==> src/rtl/audio_sample_fifo_if.sv <==
// Host/transceiver-side bundle for the audio sample FIFO: playback push, DAC
// request/sample, ADC capture, record pop, levels and sticky status.
interface audio_sample_fifo_if #(
   parameter int WIDTH = 32,
   parameter int DEPTH = 16
);
   localparam int AW = $clog2(DEPTH);

   logic [WIDTH-1:0] play_data;
   logic             play_valid;
   logic             play_ready;
   logic             dacdat_req;
   logic [WIDTH-1:0] dacdat_in;
   logic [WIDTH-1:0] adcdat_out;
   logic             adcdat_vld;
   logic [WIDTH-1:0] rec_data;
   logic             rec_valid;
   logic             rec_ready;
   logic [AW:0]      play_level;
   logic [AW:0]      rec_level;
   logic             play_underrun;
   logic             rec_overflow;
   logic             clr_status;

   modport slave (
      input  play_data, play_valid, dacdat_req, adcdat_out, adcdat_vld,
             rec_ready, clr_status,
      output play_ready, dacdat_in, rec_data, rec_valid, play_level,
             rec_level, play_underrun, rec_overflow
   );

   modport master (
      output play_data, play_valid, dacdat_req, adcdat_out, adcdat_vld,
             rec_ready, clr_status,
      input  play_ready, dacdat_in, rec_data, rec_valid, play_level,
             rec_level, play_underrun, rec_overflow
   );
endinterface

==> src/rtl/audio_sample_fifo.sv <==
// Dual audio sample FIFO: a playback FIFO feeding the DAC on request and a
// first-word-fall-through record FIFO collecting ADC samples for the host.
module audio_sample_fifo #(
   parameter int WIDTH         = 32,
   parameter int DEPTH         = 16,
   parameter int UNDERRUN_HOLD = 0
) (
   input logic                clk,
   input logic                rst,
   audio_sample_fifo_if.slave bus
);
   localparam int          AW         = $clog2(DEPTH);
   localparam logic [AW:0] FULL_LEVEL = (AW + 1)'(DEPTH);

   // ---------------- playback path ----------------
   logic [WIDTH-1:0] play_mem [DEPTH];
   logic [AW:0]      play_wr_ptr_reg, play_wr_ptr_next;
   logic [AW:0]      play_rd_ptr_reg, play_rd_ptr_next;
   logic [AW:0]      play_level_reg, play_level_next;
   logic             play_ready_reg;
   logic             play_underrun_reg, play_underrun_next;
   logic [WIDTH-1:0] dacdat_reg;
   logic [WIDTH-1:0] underrun_fill;
   logic             play_push, play_pop, play_empty_req;
   logic [AW-1:0]    play_wr_addr, play_rd_addr;

   always_comb begin
      play_push          = bus.play_valid && play_ready_reg;
      play_pop           = bus.dacdat_req && (play_level_reg != '0);
      play_empty_req     = bus.dacdat_req && (play_level_reg == '0);
      play_wr_addr       = play_wr_ptr_reg[AW-1:0];
      play_rd_addr       = play_rd_ptr_reg[AW-1:0];
      play_wr_ptr_next   = play_wr_ptr_reg + (AW + 1)'(play_push);
      play_rd_ptr_next   = play_rd_ptr_reg + (AW + 1)'(play_pop);
      play_level_next    = play_wr_ptr_next - play_rd_ptr_next;
      play_underrun_next = play_empty_req || (play_underrun_reg && !bus.clr_status);
   end

   // Sample presented to the DAC when a request finds the FIFO empty.
   generate
      if (UNDERRUN_HOLD != 0) begin : g_underrun_hold
         assign underrun_fill = dacdat_reg;
      end else begin : g_underrun_zero
         assign underrun_fill = '0;
      end
   endgenerate

   always_ff @(posedge clk) begin
      if (rst) begin
         play_wr_ptr_reg   <= '0;
         play_rd_ptr_reg   <= '0;
         play_level_reg    <= '0;
         play_ready_reg    <= 1'b1;
         play_underrun_reg <= 1'b0;
      end else begin
         play_wr_ptr_reg   <= play_wr_ptr_next;
         play_rd_ptr_reg   <= play_rd_ptr_next;
         play_level_reg    <= play_level_next;
         play_ready_reg    <= (play_level_next != FULL_LEVEL);
         play_underrun_reg <= play_underrun_next;
      end
   end

   always_ff @(posedge clk) begin
      if (play_push && !rst) begin
         play_mem[play_wr_addr] <= bus.play_data;
      end
   end

   // Registered read port doubles as the DAC output holding register.
   always_ff @(posedge clk) begin
      if (rst) begin
         dacdat_reg <= '0;
      end else if (play_pop) begin
         dacdat_reg <= play_mem[play_rd_addr];
      end else if (play_empty_req) begin
         dacdat_reg <= underrun_fill;
      end
   end

   // ---------------- record path ----------------
   logic [WIDTH-1:0] rec_mem [DEPTH];
   logic [AW:0]      rec_wr_ptr_reg, rec_wr_ptr_next;
   logic [AW:0]      rec_rd_ptr_reg, rec_rd_ptr_next;
   logic [AW:0]      rec_level_reg, rec_level_next;
   logic             rec_valid_reg;
   logic             rec_overflow_reg, rec_overflow_next;
   logic [WIDTH-1:0] rec_head_reg;
   logic             rec_push, rec_pop, rec_drop, rec_bypass;
   logic [AW-1:0]    rec_wr_addr, rec_rd_addr_next;

   always_comb begin
      rec_pop           = rec_valid_reg && bus.rec_ready;
      rec_push          = bus.adcdat_vld && ((rec_level_reg != FULL_LEVEL) || rec_pop);
      rec_drop          = bus.adcdat_vld && !rec_push;
      rec_wr_addr       = rec_wr_ptr_reg[AW-1:0];
      rec_wr_ptr_next   = rec_wr_ptr_reg + (AW + 1)'(rec_push);
      rec_rd_ptr_next   = rec_rd_ptr_reg + (AW + 1)'(rec_pop);
      rec_rd_addr_next  = rec_rd_ptr_next[AW-1:0];
      rec_level_next    = rec_wr_ptr_next - rec_rd_ptr_next;
      // The new head is being written this very edge, so it is not yet in RAM.
      rec_bypass        = rec_push && (rec_wr_addr == rec_rd_addr_next);
      rec_overflow_next = rec_drop || (rec_overflow_reg && !bus.clr_status);
   end

   always_ff @(posedge clk) begin
      if (rst) begin
         rec_wr_ptr_reg   <= '0;
         rec_rd_ptr_reg   <= '0;
         rec_level_reg    <= '0;
         rec_valid_reg    <= 1'b0;
         rec_overflow_reg <= 1'b0;
      end else begin
         rec_wr_ptr_reg   <= rec_wr_ptr_next;
         rec_rd_ptr_reg   <= rec_rd_ptr_next;
         rec_level_reg    <= rec_level_next;
         rec_valid_reg    <= (rec_level_next != '0);
         rec_overflow_reg <= rec_overflow_next;
      end
   end

   always_ff @(posedge clk) begin
      if (rec_push && !rst) begin
         rec_mem[rec_wr_addr] <= bus.adcdat_out;
      end
   end

   // Look-ahead read of the next head keeps rec_data fall-through with a
   // registered RAM read port.
   always_ff @(posedge clk) begin
      if (rec_bypass) begin
         rec_head_reg <= bus.adcdat_out;
      end else begin
         rec_head_reg <= rec_mem[rec_rd_addr_next];
      end
   end

   // ---------------- outputs ----------------
   assign bus.play_ready    = play_ready_reg;
   assign bus.dacdat_in     = dacdat_reg;
   assign bus.play_level    = play_level_reg;
   assign bus.play_underrun = play_underrun_reg;
   assign bus.rec_data      = rec_head_reg;
   assign bus.rec_valid     = rec_valid_reg;
   assign bus.rec_level     = rec_level_reg;
   assign bus.rec_overflow  = rec_overflow_reg;
endmodule

==> src/flat_wrapper.sv <==
// flat-port wrapper written by rule: the top's interface ports become plain ports
module audio_sample_fifo_flat 
#(
   parameter int WIDTH         = 32,
   parameter int DEPTH         = 16,
   parameter int UNDERRUN_HOLD = 0
)
  (clk, rst, bus_play_data, bus_play_valid, bus_dacdat_req, bus_adcdat_out, bus_adcdat_vld, bus_rec_ready, bus_clr_status, bus_play_ready, bus_dacdat_in, bus_rec_data, bus_rec_valid, bus_play_level, bus_rec_level, bus_play_underrun, bus_rec_overflow);
  audio_sample_fifo_if #(.WIDTH(WIDTH), .DEPTH(DEPTH)) bus_i ();
  input logic clk;
  input logic rst;
  input wire logic [$bits(bus_i.play_data)-1:0] bus_play_data;
  input wire logic [$bits(bus_i.play_valid)-1:0] bus_play_valid;
  input wire logic [$bits(bus_i.dacdat_req)-1:0] bus_dacdat_req;
  input wire logic [$bits(bus_i.adcdat_out)-1:0] bus_adcdat_out;
  input wire logic [$bits(bus_i.adcdat_vld)-1:0] bus_adcdat_vld;
  input wire logic [$bits(bus_i.rec_ready)-1:0] bus_rec_ready;
  input wire logic [$bits(bus_i.clr_status)-1:0] bus_clr_status;
  output wire logic [$bits(bus_i.play_ready)-1:0] bus_play_ready;
  output wire logic [$bits(bus_i.dacdat_in)-1:0] bus_dacdat_in;
  output wire logic [$bits(bus_i.rec_data)-1:0] bus_rec_data;
  output wire logic [$bits(bus_i.rec_valid)-1:0] bus_rec_valid;
  output wire logic [$bits(bus_i.play_level)-1:0] bus_play_level;
  output wire logic [$bits(bus_i.rec_level)-1:0] bus_rec_level;
  output wire logic [$bits(bus_i.play_underrun)-1:0] bus_play_underrun;
  output wire logic [$bits(bus_i.rec_overflow)-1:0] bus_rec_overflow;
  assign bus_i.play_data = bus_play_data;
  assign bus_i.play_valid = bus_play_valid;
  assign bus_i.dacdat_req = bus_dacdat_req;
  assign bus_i.adcdat_out = bus_adcdat_out;
  assign bus_i.adcdat_vld = bus_adcdat_vld;
  assign bus_i.rec_ready = bus_rec_ready;
  assign bus_i.clr_status = bus_clr_status;
  assign bus_play_ready = bus_i.play_ready;
  assign bus_dacdat_in = bus_i.dacdat_in;
  assign bus_rec_data = bus_i.rec_data;
  assign bus_rec_valid = bus_i.rec_valid;
  assign bus_play_level = bus_i.play_level;
  assign bus_rec_level = bus_i.rec_level;
  assign bus_play_underrun = bus_i.play_underrun;
  assign bus_rec_overflow = bus_i.rec_overflow;
  audio_sample_fifo #(.WIDTH(WIDTH), .DEPTH(DEPTH), .UNDERRUN_HOLD(UNDERRUN_HOLD)) u_core (.clk(clk), .rst(rst), .bus(bus_i));
endmodule
==> config.mk <==
export PLATFORM = sky130hd
export DESIGN_NAME = audio_sample_fifo_flat
export DESIGN_NICKNAME = d
export VERILOG_FILES = /design/src/rtl/audio_sample_fifo_if.sv /design/src/rtl/audio_sample_fifo.sv /design/src/flat_wrapper.sv
export SDC_FILE = /design/constraint.sdc
export NUM_CORES = 1
export LEC_CHECK = 0
export CAP_MARGIN = 20
export CORE_UTILIZATION = 27
export CTS_CLUSTER_DIAMETER = 150
export DETAILED_ROUTE_END_ITERATION = 10
export HOLD_SLACK_MARGIN = 0.12
export PLACE_DENSITY = 0.42
export SYNTH_ARGS = -nofsm -noshare
export SYNTH_HDL_FRONTEND = slang
export SYNTH_SLANG_ARGS = --single-unit
export TNS_END_PERCENT = 10
==> constraint.sdc <==
create_clock -name clk -period 4.8 [get_ports clk]
set_input_delay 0.96 -clock clk [delete_from_list [all_inputs] [get_ports clk]]
set_output_delay 0.96 -clock clk [all_outputs]
set_load 0.02 [all_outputs]
==> run metrics <==
critical path arrival=3.87 ns; share of cells above drive strength 1=between 20% and 30%; Initial DRT Pass Iterations=5; minimum clock period after layout=about 3.3 ns; Pleak=about 16 nW; Initial Utilization=between 20 and 30%; antenna-violating nets left=0; crit start category=flip-flop; Slew Viols, Final=0; Post-Syn Nets=between 1500 and 2000; global-route wire length before repair=between 150000 and 200000 um; routed via count=~20000; routed wire length=108000 um; synthesized area=roughly 42000 sq um; GRT Residual Overflow=0; FF+latch area=32700 sq um; DPL Wire Length=roughly 55000 um; Clk pin slew, worst setup/hold paths=~0.05 ns; # IOs=roughly 150; sequential fraction of the synthesis area=77.3%; TritonCTS clock tree=yes; Worst EP required=5.39 ns; Critical Path End Type=flip-flop; fillers=roughly 15000; largest net degree at the start of global routing=a little under 60; worst-path maximum fanout=4; RSZ-0062 raised after global routing=no; Die Ht=between 300 and 400 um; initial antenna violation count=18; initial drt markers=~1200; total power=around 25 mW; GR met2 Demand/Resource=between 20% and 30%; Post-Syn Instances=1909; met3 Resource Use GR=2.89%; top cell type by total area after synthesis=edfxtp_1; status=finished clean; GP Congestion=just under 0.7; clock latency on the worst-skew pair=approximately 0.74 ns; CTS sink count=1122; switching power=around 6.5 mW; root buffer cell=clkbuf_16; number of synthesized register bits=~1100; Resized Gates After CTS=0; Final period util=68.5%; placed cell areas=46900 sq um; hold slack final=0.452 ns; synth warn=0; mean number of vias per cell=4.58; H-tree levels=4; Worst Tran Pin Value=0.929 ns; CTS Hold Bufs=0; area of the multi-input gates=slightly above 9000 sq um; GR peak layer=met2; TritonCTS Buffers=roughly 130; Yosys top cell area share=a little over 70%; top cells by area, synth=edfxtp_1, mux4_2, dfxtp_1, mux2i_1, mux2_2; Most Frequent Cell on Critical Path=ha_1; combinational power share=roughly 19%; met1 Resource Use GR=16.7%; worst clock skew=roughly 0.034 ns; EDFF count, synth=approximately 1000; count of cell types in the netlist=43; ys flop type=edfxtp_1; f_max=between 300 and 400 MHz; Remaining DRCs=0; Total Neg Setup Slack=0 ns; Die W=roughly 400 um; critical-path cell list=or4_1 > o21ai_2 > inv_1 > ha_1 > ha_1 > xnor2_1 > inv_1 > ha_1 > a21o_1 > a21oi_1 > xor2_1 > xnor2_1 > a41oi_1; synthesized area per cell=22.2 sq um; CTS max path bufs=3; Slowest-stage cell, CP=or4_1; number of placement rows=roughly 140; vias in the first global route=around 21000; final core utilization=roughly 33%; WS Path Type=reg -> reg; core area=155000 sq um; Synth async-reset ratio=0%; Top Registers=u_core.play_mem: 512 flops, u_core.rec_mem: 512 flops; Hold Violations, Final=0; final setup vio count=0; Slew HR=about two fifths; die area=approximately 160000 sq um; GRT Overall Usage=between 10% and 20%; worst vdd ir=~0.32 mV; Final nets=2243; Hold Crit Class=reg -> reg; sequential share of power=roughly 45%; Critical Path Max Stage Delay=between 0.5 and 0.6 ns; P per Cell Area=approximately 500 nW/um^2; WL/cell=25.0 um; Net Sw Frac=roughly a quarter; fin area=slightly above 50000 sq um; clock network power share=between 30% and 40%; Post-CTS Setup Bufs=0; internal power=19.0 mW; max cap viols=0; area grow syn2layout=20.3%; port buffer count=148
[cells in the mapped netlist (11+ instances only)]
library cell  count
a221oi_1         32
a22o_1           32
buf_2            22
buf_6            14
clkbuf_1         48
dfxtp_1          98
edfxtp_1       1024
ha_1             16
inv_1            11
mux2_2           32
mux2i_1          96
mux4_2          256
nand2_1          39
nor2_1           54
nor2b_1          11
o21ai_1          32
xor2_1           12
[worst paths after layout]
check                                             start                                    end  slack (ns)  cells past startpoint
setup / recovery     u_core.bus.rec_level[1]$_SDFF_PP0_        u_core.bus.rec_valid$_SDFF_PP0_        1.51                     13
hold reg to reg   u_core.bus.dacdat_in[16]$_SDFFE_PP0P_  u_core.bus.dacdat_in[16]$_SDFFE_PP0P_        0.45                      2
hold / removal    u_core.bus.dacdat_in[16]$_SDFFE_PP0P_  u_core.bus.dacdat_in[16]$_SDFFE_PP0P_        0.45                      2
setup reg to reg     u_core.bus.rec_level[1]$_SDFF_PP0_        u_core.bus.rec_valid$_SDFF_PP0_        1.51                     13
[stage by stage]
stage,std cells,setup slack [ns]
2_1_floorplan,1909,0.502
3_5_place_dp,4065,0.819
3_3_place_gp,4065,0.792
5_1_grt,4301,1.27
4_1_cts,4299,1.47
6_report,4301,1.51
[worst max-delay path: cells and delay by family, from the launching register on]
kind                       cells  cell delay [ns]
AOI/OAI and AO/OA              4             0.72
xor gates and xnor gates       3             0.66
adders and majority gates      3             0.74
buffers and inverters          2             0.16
DFF                            1             0.31
and+or+nand+nor                1             0.56
[area by class of cell]
class | instances | share of cell area (%)
diodes | 2 | 0.00983
clock buffers | 178 | 6.92
clock inverters | 56 | 0.976
flip-flops and latches | 1122 | 64.3
multi-input cells | 677 | 18.3
repair buffers | 210 | 4.41
well taps | 2044 | 5.02
inverters | 12 | 0.0885
[metal layers]
layer,vias up,wire [um]
li1,8466,-
met1,10700,44700
met2,365,55700
met3,183,4540
met4,18,2580
met5,-,114
[placed cells by master (no fill, tap or decap), types with 5 or more instances in the layout]
cell type and count:
edfxtp_1 1024, nor2_1 28, buf_12 24, nor2b_1 9, and2_1 5, clkbuf_16 132
nand2_1 39, clkinv_2 19, clkdlybuf4s50_1 148, nor3_2 8, nand3_1 9, mux4_2 256
nor2_4 26, clkbuf_1 41, dfxtp_1 96, mux2_2 32, inv_1 11, bufinv_16 5
o21ai_1 32, buf_4 38, mux2i_1 96, a22o_1 32, clkbuf_8 5, clkinv_1 20
a221oi_1 32, ha_1 14, xnor2_1 9, xor2_1 12, nand2b_1 5
[power by group through the flow]
stage | clock (mW) | sequential, mW | combinational (mW)
final | 9.38 | 11.4 | 4.72
after global routing | 10.0 | 11.4 | 5.12
after CTS | 9.68 | 11.4 | 4.87
after detailed placement | 0 | 11.6 | 4.85
after global placement | 0 | 11.6 | 4.82
after floorplan | 0 | 11.7 | 3.12
[logic make-up after synthesis]
kind of cell,Yosys count,share of synthesized area [%]
AOI/OAI and AO/OA,108,1.90
DFF,1122,77.3
muxes,384,16.7
buffers and inverters,110,1.38
and+or+nand+nor,143,1.54
adders and majority gates,18,0.568
xor gates and xnor gates,24,0.565
No activity file was read; power rests on OpenSTA's default activity.
